--- src/rtl/stopwatch_ctrl.sv ---
// Stopwatch control stage: button sync/debounce, run FSM, 1 ms prescaler.
// Optional lap/hold feature is compiled in when LAP_HOLD_EN is defined.
module stopwatch_ctrl #(
    parameter int SYNC_STAGES     = 2,
    parameter int DEBOUNCE_CYCLES = 500000,
    parameter int TICK_DIV        = 50000
) (
    input  logic       clk,
    input  logic       reset,
    input  logic       btn_start,
    input  logic       btn_stop,
    input  logic       btn_clear,
`ifdef LAP_HOLD_EN
    input  logic       btn_lap,
    output logic       hold,
`endif
    output logic       run,
    output logic [1:0] state,
    output logic       tick_ms,
    output logic       count_en,
    output logic       clear_pulse
);

    localparam int B_START = 0;
    localparam int B_STOP  = 1;
    localparam int B_CLEAR = 2;
`ifdef LAP_HOLD_EN
    localparam int B_LAP   = 3;
    localparam int NB      = 4;
`else
    localparam int NB      = 3;
`endif

    localparam int CW = $clog2(DEBOUNCE_CYCLES + 1);
    localparam int PW = $clog2(TICK_DIV + 1);
    localparam logic [CW-1:0] CNT_LAST = CW'(DEBOUNCE_CYCLES - 1);
    localparam logic [PW-1:0] P_LAST   = PW'(TICK_DIV - 1);

    typedef enum logic [1:0] {
        IDLE    = 2'b00,
        RUNNING = 2'b01,
        PAUSED  = 2'b10
    } state_t;

    logic [NB-1:0] raw;
    logic [NB-1:0] press;

`ifdef LAP_HOLD_EN
    assign raw = {btn_lap, btn_clear, btn_stop, btn_start};
`else
    assign raw = {btn_clear, btn_stop, btn_start};
`endif

    for (genvar b = 0; b < NB; b++) begin : g_btn
        logic [SYNC_STAGES-1:0] sync_q;
        logic [CW-1:0]          cnt_q;
        logic                   level_q;
        logic                   level_prev_q;
        logic                   sync_out;

        assign sync_out = sync_q[SYNC_STAGES-1];

        // Plain flop chain bringing the raw button into the clock domain
        always_ff @(posedge clk) begin
            if (reset) begin
                sync_q <= '0;
            end else begin
                sync_q <= {sync_q[SYNC_STAGES-2:0], raw[b]};
            end
        end

        // Accept a new level only after it has been stable long enough
        always_ff @(posedge clk) begin
            if (reset) begin
                cnt_q   <= '0;
                level_q <= 1'b0;
            end else if (sync_out == level_q) begin
                cnt_q <= '0;
            end else if (cnt_q == CNT_LAST) begin
                cnt_q   <= '0;
                level_q <= ~level_q;
            end else begin
                cnt_q <= cnt_q + 1'b1;
            end
        end

        // Delayed copy of the accepted level for rising-edge detection
        always_ff @(posedge clk) begin
            if (reset) begin
                level_prev_q <= 1'b0;
            end else begin
                level_prev_q <= level_q;
            end
        end

        assign press[b] = level_q & ~level_prev_q;
    end

    state_t state_q;
    state_t state_d;
    logic   clear_q;
    logic   clear_d;
    logic [PW-1:0] presc_q;

`ifdef LAP_HOLD_EN
    logic hold_q;
    logic hold_d;
`endif

    // Next-state decode; clear beats stop beats start (beats lap)
    always_comb begin
        state_d = state_q;
        clear_d = 1'b0;
`ifdef LAP_HOLD_EN
        hold_d  = hold_q;
`endif
        if (press[B_CLEAR]) begin
            state_d = IDLE;
            clear_d = 1'b1;
`ifdef LAP_HOLD_EN
            hold_d  = 1'b0;
`endif
        end else begin
            case (state_q)
                IDLE: begin
                    if (press[B_STOP]) begin
                        state_d = IDLE;
                    end else if (press[B_START]) begin
                        state_d = RUNNING;
                    end
                end
                RUNNING: begin
                    if (press[B_STOP]) begin
                        state_d = PAUSED;
                    end else if (press[B_START]) begin
                        state_d = RUNNING;
`ifdef LAP_HOLD_EN
                    end else if (press[B_LAP]) begin
                        hold_d = ~hold_q;
`endif
                    end
                end
                PAUSED: begin
                    if (press[B_STOP]) begin
                        state_d = PAUSED;
                    end else if (press[B_START]) begin
                        state_d = RUNNING;
`ifdef LAP_HOLD_EN
                    end else if (press[B_LAP]) begin
                        hold_d = 1'b0;
`endif
                    end
                end
                default: begin
                    state_d = IDLE;
                end
            endcase
        end
    end

    // FSM state and registered clear pulse
    always_ff @(posedge clk) begin
        if (reset) begin
            state_q <= IDLE;
            clear_q <= 1'b0;
        end else begin
            state_q <= state_d;
            clear_q <= clear_d;
        end
    end

`ifdef LAP_HOLD_EN
    // Display-freeze flag driven by lap presses
    always_ff @(posedge clk) begin
        if (reset) begin
            hold_q <= 1'b0;
        end else begin
            hold_q <= hold_d;
        end
    end

    assign hold = hold_q;
`endif

    // Free-running prescaler, realigned by a clear press
    always_ff @(posedge clk) begin
        if (reset) begin
            presc_q <= '0;
        end else if (press[B_CLEAR] || presc_q == P_LAST) begin
            presc_q <= '0;
        end else begin
            presc_q <= presc_q + 1'b1;
        end
    end

    assign tick_ms     = (presc_q == P_LAST);
    assign run         = (state_q == RUNNING);
    assign state       = state_q;
    assign count_en    = tick_ms & run;
    assign clear_pulse = clear_q;

endmodule

--- config.mk ---
export PLATFORM = sky130hd
export DESIGN_NAME = stopwatch_ctrl
export DESIGN_NICKNAME = d
export VERILOG_FILES = /design/src/rtl/stopwatch_ctrl.sv
export SDC_FILE = /design/constraint.sdc
export NUM_CORES = 1
export LEC_CHECK = 0
export CAP_MARGIN = 20
export CORE_AREA = 2 2 117 119
export CTS_CLUSTER_DIAMETER = 60
export DETAILED_ROUTE_END_ITERATION = 8
export DIE_AREA = 0 0 119 121
export GPL_TIMING_DRIVEN = 0
export PLACE_DENSITY_LB_ADDON = 0.05
export SLEW_MARGIN = 15
export SYNTH_ARGS = -nofsm -noshare
export SYNTH_HDL_FRONTEND = slang
export SYNTH_SLANG_ARGS = --single-unit
--- constraint.sdc ---
create_clock -name clk -period 2.23 [get_ports clk]
set_input_delay 0.3345 -clock clk [delete_from_list [all_inputs] [get_ports clk]]
set_output_delay 0.3345 -clock clk [all_outputs]
set_load 0.05 [all_outputs]
==> flow_metrics.py <==
metrics = {
    "detailed_routing": {
        "firstDrtPassIters": 4,
        "route.detailed.drc": 0,
        "num_vias": 2998,
        "wl_um": 7840,
        "viasPerCell": 4.71,
        "antenna_left": 0,
        "wl_per_cell_um": 12.3,
        "drtIter0Drc": 139,
    },
    "floorplanning": {
        "core_area_um2": 13100,
        "die_x_um": 119,
        "initial_core_util_pct": 29.4,
        "rows": 42,
        "dieArea_um2": 14400,
        "die_h_um": 121,
        "io_pins": 11,
    },
    "cts": {
        "root_buffer": "clkbuf_16",
        "cts.path.max_buffers": 2,
        "path_clk_slew_ns": 0.06,
        "clk_latency_ns": 0.33,
        "hold_buffers": 0,
        "cts_num_sinks": 88,
        "cts_buffers": 9,
        "cts_tree": "built",
        "cts_max_level": 3,
    },
    "yosys": {
        "seq_area_frac_synth_pct": 45.9,
        "ys_types": 40,
        "synth_top_area_share_pct": 45.9,
        "yosys_most_used_dff": "dfxtp_1",
        "synth_compound_area_share_pct": 7.75,
        "synth-simple-area-share_pct": 30.1,
        "postSynthAreaPerCell_um2": 8.93,
        "netlist_instances": 430,
        "synth_edf_count": 0,
        "yosys.area.top_type": "dfxtp_1",
        "synth_mux_area_share_pct": 0,
        "synth-warning-count": 0,
        "synthTopCellsByArea": "dfxtp_1 46%, xor2_1 5.9%, nor2_1 5.6%",
        "ys_ff_latch": 88,
        "synth_top_family_by_area": "simple AND/OR/NAND/NOR gates",
        "yosys.area_share.xor_xnor_pct": 10.9,
        "synth_adder_area_share_pct": 2.28,
        "synthArstFlopShare_pct": 0,
        "syn-num-nets": 442,
        "synth_area_um2": 3840,
    },
    "timing": {
        "finalWorstSetupSlack_ns": 0.00641,
        "relSlewSlack_pct": 66.1,
        "skew_ns": 0.00418,
        "period_needed_ns": 2.22,
        "min_period_over_period_pct": 99.7,
        "fin_setup_tns_ns": 0,
        "finalHoldViolations": 0,
        "maxSlewViolCount": 0,
        "whs_ns": 0.434,
        "max_freq_ghz": 0.450,
        "setup_viol": 0,
        "rsz0062_at_grt": "yes",
        "tightest_slew_ns": 0.503,
    },
    "cells_and_area": {
        "fin_util_pct": 34.9,
        "register_area_um2": 1770,
        "multi_input_area_um2": 2000,
        "antenna_cells": 0,
        "nFillCells": 1384,
        "drive_gt1_share_pct": 9.98,
        "finalNetCount": 468,
        "area_delta_synth_final_pct": 19.0,
    },
    "setup_path": {
        "cpMaxStageDelayCell": "or4bb_4",
        "critPathMaxStageDelay_ns": 0.52,
        "worst_ep_arrival_time_ns": 1.89,
        "path_cells": "or4bb_4 > nor4_4 > and2_4 > buf_8",
        "endpoint_kind": "output pin",
        "crit_fanout": 3,
        "crit_required_ns": 1.90,
        "critical_path_class": "reg2out",
        "cp-start-kind": "flop",
    },
    "power_and_ir_drop": {
        "p_leak_uw": 0.00145,
        "p_per_area_nw_per_um2": 709,
        "worst_ir_drop_vdd_v": 0.000271,
        "power_uw": 3240,
    },
    "placement": {
        "gp_congestion": 0.706,
        "hpwl_um": 5450,
        "io_buffers": 10,
        "pre_cts_ws_ns": -0.354,
    },
    "global_route": {
        "grt_pass1_wl_um": 14100,
        "grt_pass1_vias": 2926,
        "grt_usage_pct": 12.1,
        "grt_antenna_before_repair": 0,
        "grt_max_degree": 14,
        "overflow": 0,
    },
    "outcome": {
        "status": "complete, no violations",
    },
    "flow_run": {
        "timing.max_cap.violations": 0,
    },
    "hold_path": {
        "min_path_type": "reg2reg",
    },
}
Yosys cell counts, drive strengths merged (2+ instances only):
cell type  count
a21oi         24
and2           5
and3           8
and4           7
buf            4
clkbuf         5
dfxtp         88
ha             7
inv           19
nand2         19
nand2b         4
nand3         25
nand4         18
nand4b         2
nor2          57
nor2b          9
nor3           4
nor4           7
nor4b          4
nor4bb         2
o21ai         16
o21bai         2
o31ai          8
or3           18
or4           12
or4bb          2
xnor2         22
xor2          26
cell families (layout without fill, tap and decap cells):
kind of cell	Yosys count	count (layout)
flops	88	88
xor+xnor	48	48
simple gates	208	208
compound gates	51	51
fa+ha+maj	7	7
buf+inv	28	59
layout by cell type (no fill, tap or decap), drive strengths merged, types with 4 or more instances in the layout:
cell	n
inv	19
nor4	7
nand4	18
clkdlybuf4s50	8
xor2	26
nor2b	9
a21oi	24
nor2	57
and2	5
or4	12
nor3	4
xnor2	22
nor4b	4
nand3	25
o31ai	8
and4	7
ha	7
o21ai	16
dfxtp	88
or3	18
buf	12
nand2b	4
clkbuf	18
and3	8
nand2	19
registers in the layout, indices dropped and copies added, names as in the netlist:
signal              cells
g_btn.level_q           3
g_btn.level_prev_q      3
clear_pulse             1
state                   2
g_btn.sync_q            6
g_btn.cnt_q            57
presc_q                16
worst max-delay path: cells and delay by family (launching register included):
family        cells  cell delay, ns
simple gates      3            1.06
buf+inv           1            0.14
flops             1            0.35
routing by layer:
metal  global-route usage, %  wire length [µm]
met1                    16.4              4050
met3                    2.54               160
met5                       0                 0
met4                    6.25               181
met2                    18.2              3450
area by class of cell:
type,instances,share of cell area [%]
buffer,8,0.985
clock buffer,14,6.21
clock inverter,2,0.766
inverter,19,1.56
multi-input combinational,314,43.7
sequential,88,38.8
tap,176,4.82
timing repair buffer,16,3.23
stage by stage:
stage	cells	instance area, µm²
2_1_floorplan	430	3870
3_3_place_gp	616	4190
3_5_place_dp	616	4190
4_1_cts	635	4540
5_1_grt	637	4570
6_report	637	4570
power by group:
group          internal, µW  total [µW]  switching, µW
sequential             1580        1590           10.5
clock                   990        1590            604
combinational          24.7        54.0           29.3
total                  2600        3240            643
final timing paths:
check                                        from                  to  slack, ns  cells after the start
worst min-delay path            g_btn[0].cnt_q[0]   g_btn[0].cnt_q[0]       0.43                      1
worst max register to register  g_btn[2].cnt_q[0]  g_btn[2].cnt_q[18]       0.20                      5
worst min register to register  g_btn[0].cnt_q[0]   g_btn[0].cnt_q[0]       0.43                      1
worst max-delay path                   presc_q[5]            count_en      0.006                      4
what timing repair did:
item / 4_1_cts / 5_1_grt
pin swaps: 2 / 3
setup buffers: 3 / 3
endpoints found under the setup margin: 12 / 25
resized for setup: 17 / 7
Power figures use the tool's default switching activity.
